`src/rtl/counter_pkg.sv`:
```
// Shared types and defaults for the counter bank.
package counter_pkg;

  // Default geometry of the bank.
  localparam int DEF_WIDTH = 32;
  localparam int DEF_NCH   = 4;

  // Overflow policy at the count boundary.
  typedef enum logic {
    CNT_WRAP = 1'b0,
    CNT_SAT  = 1'b1
  } cnt_mode_e;

  // Action a channel takes in a given cycle, already resolved by priority.
  typedef enum logic [1:0] {
    ACT_HOLD = 2'd0,
    ACT_CLR  = 2'd1,
    ACT_LOAD = 2'd2,
    ACT_STEP = 2'd3
  } ch_act_e;

  // Priority order for a channel: clear beats load, load beats count.
  function automatic ch_act_e resolve_act(input logic clr, input logic ld, input logic en);
    ch_act_e act;
    act = ACT_HOLD;
    if (clr)     act = ACT_CLR;
    else if (ld) act = ACT_LOAD;
    else if (en) act = ACT_STEP;
    return act;
  endfunction

endpackage

```
`src/rtl/counter_ch.sv`:
```
// One up/down counter channel with terminal-count pulse and sticky overflow.
module counter_ch
  import counter_pkg::*;
#(
  parameter int        WIDTH = DEF_WIDTH,
  parameter cnt_mode_e MODE  = CNT_WRAP
) (
  input  logic             clkin,
  input  logic             rst,
  input  logic             en,
  input  logic             dn,
  input  logic             clr,
  input  logic             ld,
  input  logic [WIDTH-1:0] ld_val,
  input  logic [WIDTH-1:0] limit,
  output logic [WIDTH-1:0] pc,
  output logic             tc,
  output logic             ovf
);

  logic [WIDTH-1:0] pc_q, pc_d;
  logic             tc_q, tc_d;
  logic             ovf_q, ovf_d;
  ch_act_e          act;

  assign act = resolve_act(clr, ld, en);

  // Next-state computation for count, terminal pulse and sticky flag.
  always_comb begin
    // NOTE: every signal gets a default first so no path leaves it unassigned (no latch).
    pc_d  = pc_q;
    tc_d  = 1'b0;
    ovf_d = ovf_q;
    unique case (act)
      ACT_CLR: begin
        pc_d  = '0;
        ovf_d = 1'b0;
      end
      ACT_LOAD: begin
        pc_d = ld_val;
      end
      ACT_STEP: begin
        if (!dn) begin
          // A loaded value above limit counts as already at the boundary.
          if (pc_q >= limit) begin
            tc_d = 1'b1;
            pc_d = (MODE == CNT_SAT) ? limit : '0;
          end else begin
            pc_d = pc_q + WIDTH'(1);
          end
        end else begin
          if (pc_q == '0) begin
            tc_d = 1'b1;
            pc_d = (MODE == CNT_SAT) ? '0 : limit;
          end else begin
            pc_d = pc_q - WIDTH'(1);
          end
        end
        if (tc_d) ovf_d = 1'b1;
      end
      default: begin
        pc_d = pc_q;
      end
    endcase
  end

  // State registers with synchronous active-low reset.
  always_ff @(posedge clkin) begin
    // NOTE: sequential state uses non-blocking assignments so all registers update together.
    if (!rst) begin
      pc_q  <= '0;
      tc_q  <= 1'b0;
      ovf_q <= 1'b0;
    end else begin
      pc_q  <= pc_d;
      tc_q  <= tc_d;
      ovf_q <= ovf_d;
    end
  end

  assign pc  = pc_q;
  assign tc  = tc_q;
  assign ovf = ovf_q;

endmodule

```
`src/rtl/counter_bank.sv`:
```
// Bank of NCH independent counters sharing one limit and one overflow policy.
module counter_bank
  import counter_pkg::*;
#(
  parameter int        WIDTH = DEF_WIDTH,
  parameter int        NCH   = DEF_NCH,
  parameter cnt_mode_e MODE  = CNT_WRAP
) (
  input  logic                 clkin,
  input  logic                 rst,
  input  logic [NCH-1:0]       en,
  input  logic [NCH-1:0]       dn,
  input  logic [NCH-1:0]       clr,
  input  logic [NCH-1:0]       ld,
  input  logic [NCH*WIDTH-1:0] ld_val,
  input  logic [WIDTH-1:0]     limit,
  output logic [NCH*WIDTH-1:0] pc,
  output logic [NCH-1:0]       tc,
  output logic [NCH-1:0]       ovf,
  output logic                 any_tc
);

  // One channel per slice of the packed buses; no carry crosses slices.
  for (genvar i = 0; i < NCH; i++) begin : g_ch
    counter_ch #(
      .WIDTH (WIDTH),
      .MODE  (MODE)
    ) u_ch (
      .clkin  (clkin),
      .rst    (rst),
      .en     (en[i]),
      .dn     (dn[i]),
      .clr    (clr[i]),
      .ld     (ld[i]),
      .ld_val (ld_val[i*WIDTH +: WIDTH]),
      .limit  (limit),
      .pc     (pc[i*WIDTH +: WIDTH]),
      .tc     (tc[i]),
      .ovf    (ovf[i])
    );
  end

  // tc is already registered per channel, so the OR is aligned with it.
  assign any_tc = |tc;

endmodule

```
`config.mk`:
```
export PLATFORM = sky130hd
export DESIGN_NAME = counter_bank
export DESIGN_NICKNAME = d
export VERILOG_FILES = /design/src/rtl/counter_pkg.sv /design/src/rtl/counter_ch.sv /design/src/rtl/counter_bank.sv
export SDC_FILE = /design/constraint.sdc
export NUM_CORES = 1
export LEC_CHECK = 0
export CAP_MARGIN = 20
export CORE_UTILIZATION = 50
export DETAILED_ROUTE_END_ITERATION = 8
export PLACE_DENSITY = 0.78
export SYNTH_ARGS = -nofsm -noshare
export SYNTH_HDL_FRONTEND = slang
export SYNTH_SLANG_ARGS = --single-unit
```
`constraint.sdc`:
```
create_clock -name clkin -period 7.75 [get_ports clkin]
set_clock_uncertainty 0.05 [all_clocks]
set_input_delay 1.1625 -clock clkin [delete_from_list [all_inputs] [get_ports clkin]]
set_output_delay 1.1625 -clock clkin [all_outputs]
set_load 0.05 [all_outputs]
```
==> run metrics <==
status=finished, final reports clean; Post-Syn Area=0.01519 mm2; RSZ-0062 raised after global routing=no; Final HPWL DP=49.31 mm; global-route wire length before repair=103.5 mm; critical path arrival=5.59 ns; syn_nets=2403; Fillers=2707; GRT Total Usage=0.4359; EDFF count, synth=0; Hold Path Class=reg -> reg; leak pwr=7.003 nW; Vias=18850; Die Ht=176.3 um; final hold vios=0; routability cong.=0.9915; crit path from=limit[2]; # hold bufs at CTS=0; reg2reg setup slack=3.72 ns; Main synth FF type=dfxtp_1; Reg2Reg Launch Point=g_ch[0].u_ch.pc[2]$_SDFFE_PN0P_; Hold WS=0.4011 ns; top post-synthesis cells by area=dfxtp_1 (18%), ha_1 (11%), a22oi_1 (5.5%); share of cells above drive strength 1=0.04267; fin area=0.01881 mm2; worst slew pin tran=1.247 ns; VDD IR max=136.5 uV; Slew headroom=0.1625; Die Wd=176.3 um; Area after DPL=0.01823 mm2; non-filler cells, final=2663; CTS-repair resized insts=0; # Post-CTS Setup Buffers=0; WL/cell=26.26 um; Syn Inst Count=2087; Max Clock Freq=0.1885 GHz; clk root buf=clkbuf_16; Setup WS post-layout=2.445 ns; Core Region=0.02980 mm2; Vias/cell=7.077; count of final setup violators=0; Slew Viols, Final=0; Layout area overhead=23.83%; Post-Place Cells=2630; Worst Path Max Fanout=24; critical path data required time=8.04 ns; final net count=2576; clk buf depth=2; Async SR Flop Fraction=0; largest area contributor in the netlist=dfxtp_1; Routed Antenna Nets=0; clk slew on worst S/H paths=0.06 ns; initial cell density of the core=0.5099; worst reg-to-reg path cell count=8; register area share after synthesis=0.1792; CTS tree=yes; yosys warns=0; final core utilization=0.6314; crit path to=g_ch[0].u_ch.pc[7]$_SDFFE_PN0P_; H-tree levels=4; Detailed Route Iter0 Violations=3002; I/O Buffers=314; vias in the first global route=16920; synthesized flop and latch total=136; Clock Latency Late Sink=0.46 ns; first-pass iteration count of the detailed router=7; distinct cell type count after synthesis=85; initial antenna violation count=3; Worst Setup End Kind=register; DRC viols=0; Rows=63; Fin Setup TNS=0 ns; post-placement setup slack=2.130 ns; CP Launch Type=input port; fin crit period=5.305 ns; pin count of the biggest net entering global routing=73; Tcrit/Tclk final=0.6845; syn_area_per_cell=7.280 um2; grt ovf=0; kind of critical path=in -> reg; reg2reg end=g_ch[0].u_ch.pc[7]$_SDFFE_PN0P_; clock sinks=136; Ports=315; Power per Cell Area=145.2 mW/mm2; maxcap violations=0; top-area cell type share of the netlist area=0.1792; CTS Buf Count=17; # diodes=0; Die ar.=0.03109 mm2; Final Total Pwr=2.732 mW; final wirelength=69.93 mm
[worst max-delay path, stage by stage]
cell and delay [ns]:
clkdlybuf4s50_1 0.83, inv_1 0.33, ha_1 0.39, a211oi_1 0.26, o21ai_0 0.14, a211oi_1 0.34, o31ai_1 0.14, a21oi_1 0.52
nand3_1 0.91, o41ai_1 0.57
[flip-flops by register name, summed over array words and instances, names as in the netlist]
name / cells
g_ch.u_ch.tc: 4
g_ch.u_ch.ovf: 4
g_ch.u_ch.pc: 128
[how the worst min path moves through the flow]
stage / startpoint / end / cells after the start
CTS: g_ch[1].u_ch.ovf$_SDFFE_PN0P_ / g_ch[1].u_ch.ovf$_SDFFE_PN0P_ / 1
global placement: g_ch[1].u_ch.ovf$_SDFFE_PN0P_ / g_ch[1].u_ch.ovf$_SDFFE_PN0P_ / 1
floorplan: g_ch[1].u_ch.ovf$_SDFFE_PN0P_ / g_ch[1].u_ch.ovf$_SDFFE_PN0P_ / 1
global route: g_ch[1].u_ch.ovf$_SDFFE_PN0P_ / g_ch[1].u_ch.ovf$_SDFFE_PN0P_ / 1
detailed placement: g_ch[1].u_ch.ovf$_SDFFE_PN0P_ / g_ch[1].u_ch.ovf$_SDFFE_PN0P_ / 1
finish: g_ch[1].u_ch.ovf$_SDFFE_PN0P_ / g_ch[1].u_ch.ovf$_SDFFE_PN0P_ / 1
[synth_stat cells (all sizes together) (4+ instances only)]
library cell,count
nor4b,4
a211oi,14
nand3,73
a211o,12
a21oi,128
dfxtp,136
xor2,61
nor3b,4
nor4,36
or3,35
nand2b,9
nand2,166
a221oi,6
buf,44
a2bb2oi,4
nor3,85
and3,32
nor2,168
or2,10
and2,15
o21a,11
a31oi,27
or4,30
mux2i,9
o211ai,41
xnor2,49
a22o,27
o221ai,19
nor2b,15
and4,24
o21ai,82
a21boi,5
o41ai,5
inv,65
a21o,8
a22oi,112
nand4,64
o32ai,32
a311oi,10
clkbuf,140
o22ai,75
o31ai,11
ha,138
[where the power goes]
part           internal (mW)  total [mW]  switching (mW)
clock network          0.458       0.833           0.375
logic                  0.412        1.06           0.646
registers              0.730       0.842           0.112
total                   1.60        2.73            1.13
[logic make-up (layout without fill, tap and decap cells)]
logic type | after synthesis | after routing | synth area share
flops | 136 | 136 | 0.1792
fa+ha+maj | 138 | 138 | 0.1136
buf+inv | 249 | 435 | 0.06918
compound gates | 665 | 665 | 0.3017
xor+xnor | 110 | 110 | 0.06391
mux | 12 | 12 | 0.008153
simple gates | 777 | 777 | 0.2643
[per-layer routing]
layer	part of all wire	global-route usage	wire length (um)
met5	0.00034	0	24
met4	0.055	0.2424	3863
met3	0.13	0.09862	9078
met2	0.43	0.6486	29730
met1	0.39	0.5785	27240
[cells in the final DEF (no fill, tap or decap), drive strengths merged, types with 61 or more instances in the layout]
cell,instances
clkdlybuf4s50,314
nor2,168
nand2,166
ha,138
dfxtp,136
a21oi,128
a22oi,112
nor3,85
o21ai,82
o22ai,75
nand3,73
inv,64
nand4,64
xor2,61
[area by class of cell]
class,instances,area [um2],share of cell area
Clock buffer,21,460.4,0.02447
Clock inverter,11,100.1,0.005320
Inverter,65,245.2,0.01303
Multi-Input combinational cell,1702,11450,0.6088
Sequential cell,136,2723,0.1447
Tap cell,390,488.0,0.02594
Timing Repair Buffer,338,3343,0.1777
(Power assumes the default switching activity.)
